<file path="src/rtl/uart_pkg.sv">
// uart_pkg: shared enums, oversampling constants and parity helpers for uart_ext
package uart_pkg;
  localparam int OVS = 16;
  localparam int START_MID = 7;
  typedef enum logic [1:0] {PAR_NONE = 2'b00, PAR_EVEN = 2'b01, PAR_ODD = 2'b10} parity_mode_t;
  typedef enum logic [2:0] {RX_IDLE, RX_START, RX_DATA, RX_PARITY, RX_STOP} rx_state_t;
  typedef enum logic [2:0] {TX_IDLE, TX_START, TX_DATA, TX_PARITY, TX_STOP} tx_state_t;
  function automatic logic par_en(input logic [1:0] m);
    return m == PAR_EVEN || m == PAR_ODD;
  endfunction
  function automatic logic par_bit(input logic [1:0] m, input logic x);
    return (m == PAR_ODD) ? ~x : x;
  endfunction
endpackage

</file>
<file path="src/rtl/uart_fifo.sv">
// uart_fifo: synchronous first-word-fall-through FIFO, head reads as zero while empty
module uart_fifo #(
  parameter int W = 8,
  parameter int AW = 4
) (
  input  logic         clk,
  input  logic         reset,
  input  logic         i_wr,
  input  logic         i_rd,
  input  logic [W-1:0] i_data,
  output logic [W-1:0] o_data,
  output logic         o_empty,
  output logic         o_full
);
  logic [W-1:0] r_mem [2**AW];
  logic [AW:0]  r_wp, r_rp;
  logic         w_we, w_re;
  assign w_we = i_wr & (~o_full | i_rd);
  assign w_re = i_rd & ~o_empty;
  assign o_empty = r_wp == r_rp;
  assign o_full = r_wp == {~r_rp[AW], r_rp[AW-1:0]};
  assign o_data = o_empty ? '0 : r_mem[r_rp[AW-1:0]];
  // pointer update; extra MSB distinguishes full from empty
  always_ff @(posedge clk) begin
    if (reset) begin
      r_wp <= '0;
      r_rp <= '0;
    end else begin
      if (w_we) r_wp <= r_wp + 1'b1;
      if (w_re) r_rp <= r_rp + 1'b1;
    end
  end
  // storage write
  always_ff @(posedge clk) begin
    if (w_we) r_mem[r_wp[AW-1:0]] <= i_data;
  end
endmodule

</file>
<file path="src/rtl/uart_ext.sv">
// uart_ext: 16x-oversampled UART with runtime parity, error flags, overrun and FIFOs (optional UART_LOOPBACK_EN)
module uart_ext import uart_pkg::*; #(
  parameter int DBITS = 8,
  parameter int SB_TICK = 16,
  parameter int FIFO_AW = 4,
  parameter int DIVW = 11
) (
  input  logic             clk,
  input  logic             reset,
  input  logic [DIVW-1:0]  div,
  input  logic [1:0]       parity_mode,
  input  logic             rx,
  input  logic             rd_uart,
  output logic [DBITS-1:0] r_data,
  output logic             r_perr,
  output logic             r_ferr,
  output logic             rx_empty,
  output logic             rx_overrun,
  input  logic             clr_overrun,
  input  logic [DBITS-1:0] w_data,
  input  logic             wr_uart,
  output logic             tx_full,
  output logic             tx_busy,
`ifdef UART_LOOPBACK_EN
  input  logic             loopback,
`endif
  output logic             tx
);
  localparam int SW = $clog2((SB_TICK > OVS) ? SB_TICK : OVS);
  localparam int NW = $clog2(DBITS);
  logic [DIVW-1:0]  r_bcnt;
  logic             w_tick, w_rx_in, w_rxs, w_rx_push, w_rx_full, r_ovr;
  logic [1:0]       r_sync;
  rx_state_t        r_rst, w_rst_n;
  logic [SW-1:0]    r_rs, w_rs_n;
  logic [NW-1:0]    r_rn, w_rn_n;
  logic [DBITS-1:0] r_rb, w_rb_n;
  logic [1:0]       r_rpm, w_rpm_n;
  logic             r_rperr, w_rperr_n;
  logic [DBITS+1:0] w_rx_word, w_rx_head;
  tx_state_t        r_tst, w_tst_n;
  logic [SW-1:0]    r_ts, w_ts_n;
  logic [NW-1:0]    r_tn, w_tn_n;
  logic [DBITS-1:0] r_tb, w_tb_n, w_tx_head;
  logic [1:0]       r_tpm, w_tpm_n;
  logic             r_tp, w_tp_n, r_tx, w_tx_n, w_tx_pop, w_tx_empty, w_tbit, w_tstop;
`ifdef UART_LOOPBACK_EN
  assign w_rx_in = loopback ? r_tx : rx;
  assign tx = loopback ? 1'b1 : r_tx;
`else
  assign w_rx_in = rx;
  assign tx = r_tx;
`endif
  assign w_tick = r_bcnt == div;
  assign w_rx_word = {~w_rxs, r_rperr, r_rb};
  assign {r_ferr, r_perr, r_data} = w_rx_head;
  assign rx_overrun = r_ovr;
  assign tx_busy = r_tst != TX_IDLE;
  assign w_tbit = w_tick & (r_ts == SW'(OVS - 1));
  assign w_tstop = w_tick & (r_ts == SW'(SB_TICK - 1));
  assign w_tx_pop = ~w_tx_empty & ((r_tst == TX_IDLE) | ((r_tst == TX_STOP) & w_tstop));
  // baud divider, synchronizer and overrun flag (set beats clear)
  always_ff @(posedge clk) begin
    r_bcnt <= (reset | w_tick) ? '0 : r_bcnt + 1'b1;
    r_sync <= reset ? 2'b11 : {r_sync[0], w_rx_in};
    r_ovr <= reset ? 1'b0 : (w_rx_push & w_rx_full & ~rd_uart) ? 1'b1 : clr_overrun ? 1'b0 : r_ovr;
  end
  assign w_rxs = r_sync[1];
  // receiver and transmitter state registers
  always_ff @(posedge clk) begin
    if (reset) begin
      r_rst <= RX_IDLE;
      r_rs <= '0;
      r_rn <= '0;
      r_rb <= '0;
      r_rpm <= '0;
      r_rperr <= 1'b0;
      r_tst <= TX_IDLE;
      r_ts <= '0;
      r_tn <= '0;
      r_tb <= '0;
      r_tpm <= '0;
      r_tp <= 1'b0;
      r_tx <= 1'b1;
    end else begin
      r_rst <= w_rst_n;
      r_rs <= w_rs_n;
      r_rn <= w_rn_n;
      r_rb <= w_rb_n;
      r_rpm <= w_rpm_n;
      r_rperr <= w_rperr_n;
      r_tst <= w_tst_n;
      r_ts <= w_ts_n;
      r_tn <= w_tn_n;
      r_tb <= w_tb_n;
      r_tpm <= w_tpm_n;
      r_tp <= w_tp_n;
      r_tx <= w_tx_n;
    end
  end
  // receiver: mid-bit sampling, start glitch rejection, error capture
  always_comb begin
    w_rst_n = r_rst;
    w_rs_n = w_tick ? r_rs + 1'b1 : r_rs;
    w_rn_n = r_rn;
    w_rb_n = r_rb;
    w_rpm_n = r_rpm;
    w_rperr_n = r_rperr;
    w_rx_push = 1'b0;
    case (r_rst)
      RX_IDLE: if (!w_rxs) begin
        w_rst_n = RX_START;
        w_rs_n = '0;
        w_rpm_n = parity_mode;
        w_rperr_n = 1'b0;
      end
      RX_START: if (w_tick && r_rs == SW'(START_MID)) begin
        w_rst_n = w_rxs ? RX_IDLE : RX_DATA;
        w_rs_n = '0;
        w_rn_n = '0;
      end
      RX_DATA: if (w_tick && r_rs == SW'(OVS - 1)) begin
        w_rs_n = '0;
        w_rb_n = {w_rxs, r_rb[DBITS-1:1]};
        w_rn_n = r_rn + 1'b1;
        if (r_rn == NW'(DBITS - 1)) w_rst_n = par_en(r_rpm) ? RX_PARITY : RX_STOP;
      end
      RX_PARITY: if (w_tick && r_rs == SW'(OVS - 1)) begin
        w_rst_n = RX_STOP;
        w_rs_n = '0;
        w_rperr_n = w_rxs ^ par_bit(r_rpm, ^r_rb);
      end
      RX_STOP: if (w_tick && r_rs == SW'(SB_TICK - 1)) begin
        w_rst_n = RX_IDLE;
        w_rx_push = 1'b1;
      end
      default: w_rst_n = RX_IDLE;
    endcase
  end
  // transmitter: registered line, reloads straight from STOP for gapless bursts
  always_comb begin
    w_tst_n = r_tst;
    w_ts_n = w_tick ? r_ts + 1'b1 : r_ts;
    w_tn_n = r_tn;
    w_tb_n = r_tb;
    w_tpm_n = r_tpm;
    w_tp_n = r_tp;
    w_tx_n = r_tx;
    case (r_tst)
      TX_IDLE: w_tx_n = 1'b1;
      TX_START: if (w_tbit) begin
        w_tst_n = TX_DATA;
        w_ts_n = '0;
        w_tn_n = '0;
        w_tx_n = r_tb[0];
      end
      TX_DATA: if (w_tbit) begin
        w_ts_n = '0;
        w_tb_n = r_tb >> 1;
        w_tn_n = r_tn + 1'b1;
        w_tx_n = r_tb[1];
        if (r_tn == NW'(DBITS - 1)) begin
          w_tst_n = par_en(r_tpm) ? TX_PARITY : TX_STOP;
          w_tx_n = par_en(r_tpm) ? r_tp : 1'b1;
        end
      end
      TX_PARITY: if (w_tbit) begin
        w_tst_n = TX_STOP;
        w_ts_n = '0;
        w_tx_n = 1'b1;
      end
      TX_STOP: if (w_tstop) begin
        w_tst_n = TX_IDLE;
        w_tx_n = 1'b1;
      end
      default: w_tst_n = TX_IDLE;
    endcase
    if (w_tx_pop) begin
      w_tst_n = TX_START;
      w_ts_n = '0;
      w_tb_n = w_tx_head;
      w_tpm_n = parity_mode;
      w_tp_n = par_bit(parity_mode, ^w_tx_head);
      w_tx_n = 1'b0;
    end
  end
  uart_fifo #(.W(DBITS + 2), .AW(FIFO_AW)) u_rx_fifo (
    .clk(clk), .reset(reset), .i_wr(w_rx_push), .i_rd(rd_uart), .i_data(w_rx_word),
    .o_data(w_rx_head), .o_empty(rx_empty), .o_full(w_rx_full)
  );
  uart_fifo #(.W(DBITS), .AW(FIFO_AW)) u_tx_fifo (
    .clk(clk), .reset(reset), .i_wr(wr_uart), .i_rd(w_tx_pop), .i_data(w_data),
    .o_data(w_tx_head), .o_empty(w_tx_empty), .o_full(tx_full)
  );
endmodule

</file>
<file path="config.mk">
export PLATFORM = sky130hd
export DESIGN_NAME = uart_ext
export DESIGN_NICKNAME = d
export VERILOG_FILES = /design/src/rtl/uart_pkg.sv /design/src/rtl/uart_fifo.sv /design/src/rtl/uart_ext.sv
export SDC_FILE = /design/constraint.sdc
export NUM_CORES = 1
export LEC_CHECK = 0
export CORE_MARGIN = 1.5
export CORE_UTILIZATION = 61
export DETAILED_ROUTE_END_ITERATION = 10
export GPL_ROUTABILITY_DRIVEN = 0
export GPL_TIMING_DRIVEN = 0
export PLACE_DENSITY_LB_ADDON = 0.25
export SKIP_LAST_GASP = 1
export SYNTH_ARGS = -nofsm -noshare
export SYNTH_HDL_FRONTEND = slang
export SYNTH_HIERARCHICAL = 1
export SYNTH_SLANG_ARGS = --single-unit
</file>
<file path="constraint.sdc">
create_clock -name clk -period 4.69 [get_ports clk]
set_input_delay 0.469 -clock clk [delete_from_list [all_inputs] [get_ports clk]]
set_output_delay 0.469 -clock clk [all_outputs]
set_load 0.005 [all_outputs]
</file>
# Yosys cells after proc, flatten, opt, wreduce, memory -nomap -nowiden
# Memories as Yosys holds them, arrays and structs flattened. A register that Yosys moved wholly into a read port is not among the register bits.
# Cells that the tools add are included.
# W data, S select, Z words.
[word_totals]
word_cells = 187
reg_bits = 77
ram_bits = 288
out_inout_bits = 15
inputBits = 27
mem_count = 2
[classes]
bitwise_logic = 25
muxes = 59
add_sub_neg = 9
eq_ne = 41
n_reduce_logical = 30
[memory_table]
columns = ["name", "depth", "word_bits", "rd", "rd_clocked_by_memory_dff", "write_ports", "line_no", "source"]
rows = [
  ["u_rx_fifo.r_mem", 16, 10, 1, 1, 1, "uart_fifo.sv:15", "logic [W-1:0] r_mem [2**AW];"],
  ["u_tx_fifo.r_mem", 16, 8, 1, 1, 1, "uart_fifo.sv:15", ""],
]
[op_table]
columns = ["operator", "n"]
rows = [
  ["$mux W3", 16],
  ["$mux W4", 11],
  ["$mux W8", 4],
  ["$pmux W3 S5", 2],
  ["$ne A2 B2 Y1 const B", 11],
  ["$add A5 B1 Y5 const B", 4],
  ["$eq A5 B5 Y1", 4],
  ["$mux W1", 19],
  ["$reduce_and A6 Y1", 3],
  ["$reduce_xor A8 Y1", 2],
  ["$ne A3 B2 Y1 const B", 5],
  ["$eq A3 B2 Y1 const B", 4],
  ["$eq A3 B3 Y1 const B", 4],
  ["$pmux W3 S2", 2],
  ["$pmux W4 S3", 1],
  ["$reduce_bool A2 Y1", 6],
  ["$add A11 B1 Y11 const B", 1],
  ["$eq A11 B11 Y1", 1],
  ["$not A1 Y1", 11],
  ["$mux W10", 1],
  ["$and A1 B1 Y1", 9],
  ["$reduce_and A3 Y1", 3],
  ["$add A4 B1 Y4 const B", 2],
  ["$eq A4 B4 Y1 const B", 2],
  ["other kinds (21)", 36],
]

# Depth between registers and ports, before layout
# Gate-level depths: netlist (run 1).
[depth]
ltp_word = 9
depth_mapped = 14
depth_no_buf = 11

# By module
# Netlist (run 1), hierarchy kept.
[by_module_without_submodules]
columns = ["module", "seq_area_each_um2", "cells_per_inst", "n_inst", "area_per_inst_um2"]
rows = [
  ["uart_fifo (u_rx_fifo)", 5084.9, 339, 1, 6801.5],
  ["uart_fifo (u_tx_fifo)", 4124.0, 311, 1, 5713.0],
  ["uart_ext", 1141.1, 344, 1, 3004.1],
]

# Worst setup path before layout (run 1)
# No wires, ideal clock.
[synth_path]
path_kind = "register -> register"
startpoint = "reg u_tx_fifo.r_wp[2]"
endpoint = "mem u_tx_fifo.r_mem[22][0], in the netlist u_tx_fifo/r_mem[11][0] (enable)"
arrival_time_ns = 3.012
required_time_ns = 4.305
path_stages_with_launch = 14
n_path_buf = 3
setup_ns = 0.385
synth_period_minus_slack_ns = 3.398
path_slack_ns = 1.292
cell_sequence = "dfxtp_1 -> buf_2 -> xor2_1 -> nor4_4 -> and2_1 -> buf_2 -> o21ai_0 -> o21ai_0 -> a21o_1 -> clkbuf_1 -> inv_1 -> nor2_1 -> a21o_1 -> nor3b_1"
[synth_via]
elab_chain_cells = 7
elab_cells_between_ends = 9
classes_between = "2 x eq/ne; 2 x mux; 5 x bitwise"
[synth_rtl]
columns = ["element", "line_no", "source"]
rows = [
  ["start: declaration", "uart_fifo.sv:16", "logic [AW:0] r_wp, r_rp;"],
  ["start signal: assignment", "uart_fifo.sv:29", "if (w_we) r_wp <= r_wp + 1'b1;"],
  ["$eq A5 B5 Y1", "uart_fifo.sv:20", "assign o_empty = r_wp == r_rp;"],
  ["net w_tx_empty", "uart_ext.sv:46", "logic r_tp, w_tp_n, r_tx, w_tx_n, w_tx_pop, w_tx_empty, w_tbit, w_tstop;"],
  ["$not A1 Y1", "uart_ext.sv:61", "assign w_tx_pop = ~w_tx_empty & ((r_tst == TX_IDLE) | ((r_tst == TX_STOP) & w_tstop));"],
  ["$and A1 B1 Y1", "uart_ext.sv:61", ""],
  ["net w_tx_pop", "uart_ext.sv:46", ""],
  ["$or A1 B1 Y1", "uart_fifo.sv:18", "assign w_we = i_wr & (~o_full | i_rd);"],
  ["$and A1 B1 Y1", "uart_fifo.sv:18", ""],
  ["$mux W1", "uart_fifo.sv:35", "if (w_we) r_mem[r_wp[AW-1:0]] <= i_data;"],
  ["$mux W1 (not written as such)", "uart_fifo.sv:35", ""],
  ["end: declaration", "uart_fifo.sv:15", ""],
]
# The timed path passes the listed nets, and every way through them passes these cells.

# Worst setup path after layout (run 1)
[layout_path]
startpoint = "reg u_tx_fifo.r_wp[2]"
endpoint = "mem u_tx_fifo.r_mem[6][3], in the netlist u_tx_fifo/r_mem[3][3] (enable)"
# Same word-level chain as after synthesis.

==> impl_metrics.toml, run 1 <==
[timing]
fin_worst_skew_ns = 0.01628
fin_crit_sh = 0.9258
fin_hold_ws_ns = 0.4383
max_freq_mhz = 230.3
hold_violations = 0
finalMaxSlewViolations = 0
period_minus_slack_ns = 4.342
worst_slack_ns = 0.3479
setup_viol = 0
max_slew_margin = 0.02500
rsz0062_at_grt = "no"
worstMarginPinSlew_ns = 1.451

[synthesis]
yosysSeqAreaShare = 0.6669
syn_inst = 994
synth_cell_types = 59
async_flop_share = 0
synth_ff_type = "edfxtp_1"
synth_seq_cells = 373
synth_area_per_cell_um2 = 15.61
ys_warn_count = 6
synth-edff-count = 288
syn_nets = 1039
syn-cell-area_um2 = 15520

[final_layout]
final_cells = 1433
final_area_um2 = 17560
drive_gt1_frac = 0.1587
num-fill-cells = 1702
final_nets = 1121
area_growth_pct = 13.17
final_cell_mix = "edfxtp_1 (288), dfxtp_1 (85), nor2_1 (81)"
final_common_cell = "edfxtp_1"
diodes = 0

[cts]
clkTransAtPathRegs_ns = 0.06
clockRootBuffer = "clkbuf_16"
cts_setup_buffers = 0
ctsResizeCount = 0
cts_tree = "built"
cts.sinks = 373
ctsHoldBuffers = 0
clock_insertion_delay_worst_skew_ns = 0.53
cts_made_buffers = 38
htreeDepth = 2
cts.path.max_buffers = 3

[routing]
vias = 8551
dr.pass1.iters = 5
drcViolationCount = 0
ant_nets = 0
drtIter0Drc = 661
routed_via_density = 5.967
wl_um = 30430
avgRoutedWirePerCell_um = 21.23

[setup_path]
critPathRequiredTime_ns = 4.81
critical_path_arrival_ns = 4.47
crit_start = "u_tx_fifo/r_wp[2]"
worst-setup-path-type = "flop to flop"
regToRegStartpoint = "u_tx_fifo/r_wp[2]"
r2r_cells = 13
cp_max_fo = 11
critPathLaunchType = "flop"
critPathCaptureType = "flop"
r2r-end = "u_tx_fifo/r_mem[3][3]"
reg2reg_slack_ns = 0.35

[place]
dp_cells = 1365
pre_cts_ws_ns = -0.003311
place_area_um2 = 16350
hpwl_um = 19670
numPortBuffers = 41

[floorplanning]
die_area_um2 = 26410
rows = 58
start_util = 0.6180
core_um2 = 25110
ios = 42
die_h_um = 162.5
die_x_um = 162.5

[global_routing]
grt_pass1_vias = 8624
grt_overflow = 0
grt_util_all_layers = 0.2415
antenna_found_initial = 0
grt_max_degree = 20
grt_pass1_wl_um = 47770

[status]
outcome = "finished clean"

[power]
leakagePower_nw = 6.188
p_per_area_nw_per_um2 = 417.8
power_w = 0.007338
worst_ir_drop_vdd_mv = 0.3733

[min_path]
min_path_cells = 1
min_to = "r_sync[1]"
hold_path_class = "flop to flop"
min-delay-start = "r_sync[0]"

[job]
maxCapViolations = 0
[critical path, stage by stage, from the launching register on]
cell	delay [ns]
dfxtp_1	0.30
buf_2	0.20
xor2_1	0.27
nor4_4	0.12
and2_1	0.17
buf_2	0.19
o21ai_0	0.24
o21ai_0	0.16
a21o_1	0.20
clkbuf_1	0.22
inv_1	0.34
nor2_1	0.17
a21o_1	0.26
nor3_1	1.11
[power breakdown]
group          switching, W  internal (W)  total (W)
registers         0.0000439       0.00360    0.00365
logic              0.000449      0.000357   0.000805
clock network       0.00117       0.00171    0.00288
total               0.00167       0.00567    0.00734
[cell usage after synthesis (all sizes together), types with 4 or more instances]
master / n / area [um2]
edfxtp: 288 / 8648
dfxtp: 85 / 1702
nor2: 82 / 315.3
mux4: 65 / 1464
a21oi: 38 / 190.2
mux2i: 38 / 380.4
nand2: 37 / 138.9
xnor2: 35 / 321.6
xor2: 33 / 289.0
and3: 30 / 188.9
buf: 30 / 183.9
o22ai: 20 / 125.1
nor3: 19 / 111.4
clkbuf: 18 / 67.56
ha: 18 / 225.2
nor2b: 18 / 112.6
o21ai: 18 / 90.09
nand3: 12 / 60.06
inv: 11 / 41.29
mux2: 11 / 123.9
nand4: 11 / 83.83
a211oi: 9 / 67.56
nand2b: 8 / 50.05
a221oi: 7 / 61.31
or2: 6 / 37.54
and2: 5 / 31.28
a21boi: 4 / 60.06
nor3b: 4 / 30.03
nor4: 4 / 67.56
[layer usage]
| metal | global-route usage | wire length, um | vias up | part of all wire |
|---|---|---|---|---|
| met3 | 0.03030 | 1151 | 56 | 0.038 |
| met1 | 0.3087 | 12480 | 4288 | 0.41 |
| li1 | - | - | 3988 | - |
| met5 | 0 | 0 | - | 0 |
| met2 | 0.4260 | 15920 | 219 | 0.52 |
| met4 | 0.08882 | 884 | 0 | 0.029 |
[state kept, by name, summed over array words and instances, names as in the netlist, 4 cells and up, named ones only]
| name | count |
|---|---|
| u_tx_fifo/r_mem | 128 |
| u_rx_fifo/r_rp | 5 |
| r_bcnt | 11 |
| r_rs | 4 |
| u_tx_fifo/r_rp | 5 |
| u_rx_fifo/r_mem | 160 |
| r_ts | 4 |
| u_rx_fifo/r_wp | 5 |
| r_rb | 8 |
| u_tx_fifo/r_wp | 5 |
| r_tb | 8 |
[through the flow]
stage	util	TNS, ns
floorplan	-	0
global placement	0.6508	0
detailed placement	0.6512	-0.02203
CTS	0.6989	0
global route	0.6994	0
finish	0.6994	0
[area by class of cell]
class | instances | area (um2) | area share
Sequential cell | 373 | 10350 | 0.5893
Multi-Input combinational cell | 562 | 4891 | 0.2785
Clock buffer | 51 | 1031 | 0.05871
Timing Repair Buffer | 42 | 417.9 | 0.02380
Tap cell | 330 | 412.9 | 0.02351
Buffer | 48 | 251.5 | 0.01432
Clock inverter | 16 | 166.4 | 0.009476
Inverter | 11 | 41.29 | 0.002351
[how the worst max path moves through the flow]
| stage | endpoint | cells past startpoint |
|---|---|---|
| floorplan | u_tx_fifo/r_mem[11][0] | 13 |
| global route | u_tx_fifo/r_mem[3][3] | 13 |
| detailed placement | u_tx_fifo/r_mem[11][5] | 10 |
| global placement | u_tx_fifo/r_mem[11][5] | 10 |
| CTS | u_tx_fifo/r_mem[11][3] | 13 |
| finish | u_tx_fifo/r_mem[3][3] | 13 |
[cell families after synthesis]
group                    Yosys count  synth area share
XOR/XNOR                          68           0.03935
multiplexers                     114            0.1268
adder cells (fa/ha/maj)           18           0.01451
AO/OA/AOI/OAI                    112           0.04644
buffers and inverters             59           0.01887
AND/OR/NAND/NOR                  250           0.08708
flip-flops                       373            0.6669
(Power assumes the default switching activity.)
==> inputs of run 2 (changes only) <==
CTS_BUF_LIST = sky130_fd_sc_hd__clkbuf_8 sky130_fd_sc_hd__clkbuf_16   (was default)
==> run 2 against run 1 <==
Effect of this change:
- worst hold slack lost 0.0012 ns
- clock-buffer cell count decreased by 11
- global-route usage unchanged
- via count about the same
- final cell count unchanged
- combinational power is essentially flat
- register-to-register slack gained 0.02 ns
- first-iteration DRC count fell by 0.45%
- die area stayed put
- critical path type unchanged
- largest cell class unchanged
==> impl_metrics.toml, run 2 (synthesis gave the netlist of run 1 again) <==
[status]
outcome = "finished clean"

[routing]
drtIter0Drc = 658
vias = 8558
avgRoutedWirePerCell_um = 21.26
dr.pass1.iters = 5
routed_via_density = 5.972
wl_um = 30460
ant_nets = 0
drcViolationCount = 0

[floorplanning]
rows = 58
die_area_um2 = 26410
start_util = 0.6180
core_um2 = 25110
die_x_um = 162.5
ios = 42
die_h_um = 162.5

[cts]
cts_tree = "built"
cts.path.max_buffers = 3
cts.sinks = 373
clkTransAtPathRegs_ns = 0.06
cts_made_buffers = 38
clockRootBuffer = "clkbuf_16"
cts_setup_buffers = 0
htreeDepth = 2
ctsHoldBuffers = 0
ctsResizeCount = 0
clock_insertion_delay_worst_skew_ns = 0.53

[global_routing]
grt_overflow = 0
grt_pass1_wl_um = 47770
grt_util_all_layers = 0.2415
grt_max_degree = 20
grt_pass1_vias = 8624
antenna_found_initial = 0

[setup_path]
cpPeakStageDelay_ns = 1.09
regToRegStartpoint = "u_tx_fifo/r_wp[3]"
cp_max_fo = 11
r2r-end = "u_tx_fifo/r_mem[3][3]"
cpMaxStageDelayCell = "nor3_1"
worst-setup-path-type = "flop to flop"
critical_path_arrival_ns = 4.45
critPathRequiredTime_ns = 4.82
cp_cell_sequence = "buf_2, xor2_1, nor4_4, and2_1, buf_2, o21ai_0, o21ai_0, a21o_1, clkbuf_1, inv_1, nor2_1, a21o_1, nor3_1"
critPathCaptureType = "flop"
critPathLaunchType = "flop"
critical_path_buf_inv_count = 4
r2r_cells = 13
path_delay_family = "simple AND/OR/NAND/NOR gates"
reg2reg_slack_ns = 0.36

[timing]
finalMaxSlewViolations = 0
hold_violations = 0
period_minus_slack_ns = 4.325
max_slew_margin = 0.03572
setup_viol = 0
max_freq_mhz = 231.2
rsz0062_at_grt = "no"
fin_worst_skew_ns = 0.01531
worst_slack_ns = 0.3647
fin_crit_sh = 0.9222
fin_hold_ws_ns = 0.4372
worstMarginPinSlew_ns = 1.435

[place]
hpwl_um = 19670
place_area_um2 = 16350
numPortBuffers = 41
pre_cts_ws_ns = -0.003311

[job]
maxCapViolations = 0

[final_layout]
final_nets = 1121
drive_gt1_frac = 0.1587
area_growth_pct = 13.17
largest_reg_flops = 160
diodes = 0
final_area_um2 = 17560
final_cell_mix = "edfxtp_1 (288), dfxtp_1 (85), nor2_1 (81)"
num-fill-cells = 1702
final_common_cell = "edfxtp_1"

[power]
power_w = 0.007317
p_per_area_nw_per_um2 = 416.7
leakagePower_nw = 6.234
worst_ir_drop_vdd_mv = 0.3741

[min_path]
min-delay-start = "r_sync[0]"
min_path_cells = 1
hold_path_class = "flop to flop"
min_to = "r_sync[1]"
==> run 2: changes by cell type in the layout (fill, tap and decap cells not counted), sizes merged <==
cell	change
clkbuf	-11
inv	+11
==> run 2: final cells by class <==
class,instances,area [um2],share of cell area
buffer,48,251.5,0.01432
clock buffer,40,989.7,0.05636
clock inverter,27,207.7,0.01183
inverter,11,41.29,0.002351
multi-input combinational,562,4891,0.2785
sequential,373,10350,0.5893
tap,330,412.9,0.02351
timing repair buffer,42,417.9,0.02380
==> run 2: through the flow <==
stage,setup TNS [ns],instances,util
after global routing,0,1433,0.6994
final,0,1433,0.6994
after global placement,0,1365,0.6508
after floorplan,0,994,-
after detailed placement,-0.02203,1365,0.6512
after CTS,0,1432,0.6989
==> run 2: where the power goes <==
group	switching (W)	total, W	internal (W)
Sequential	0.0000439	0.00365	0.00360
Combinational	0.000448	0.000805	0.000357
Clock	0.00118	0.00286	0.00169
Total	0.00167	0.00732	0.00565
==> run 2: how the worst max path moves through the flow <==
stage                                 start                endpoint  depth (start not counted)
after global routing      u_tx_fifo/r_wp[2]   u_tx_fifo/r_mem[3][3]                         13
after floorplan           u_tx_fifo/r_wp[2]  u_tx_fifo/r_mem[11][0]                         13
after global placement               div[9]  u_tx_fifo/r_mem[11][5]                         10
after CTS                 u_tx_fifo/r_wp[3]  u_tx_fifo/r_mem[11][3]                         13
after detailed placement             div[9]  u_tx_fifo/r_mem[11][5]                         10
final                     u_tx_fifo/r_wp[3]   u_tx_fifo/r_mem[3][3]                         13
==> run 2: worst reg2reg max path: stages, from the launching register on <==
cell	delay, ns
dfxtp_1	0.31
buf_2	0.18
xor2_1	0.27
nor4_4	0.13
and2_1	0.17
buf_2	0.19
o21ai_0	0.24
o21ai_0	0.16
a21o_1	0.20
clkbuf_1	0.22
inv_1	0.34
nor2_1	0.17
a21o_1	0.26
nor3_1	1.09
==> run 2: layer usage <==
layer	track usage	share of wire	wire length [um]	vias up
met5	0	0	0	-
met3	0.03030	0.044	1355	50
met2	0.4260	0.53	16030	240
met4	0.08882	0.026	777	0
li1	-	-	-	3993
met1	0.3087	0.40	12300	4275
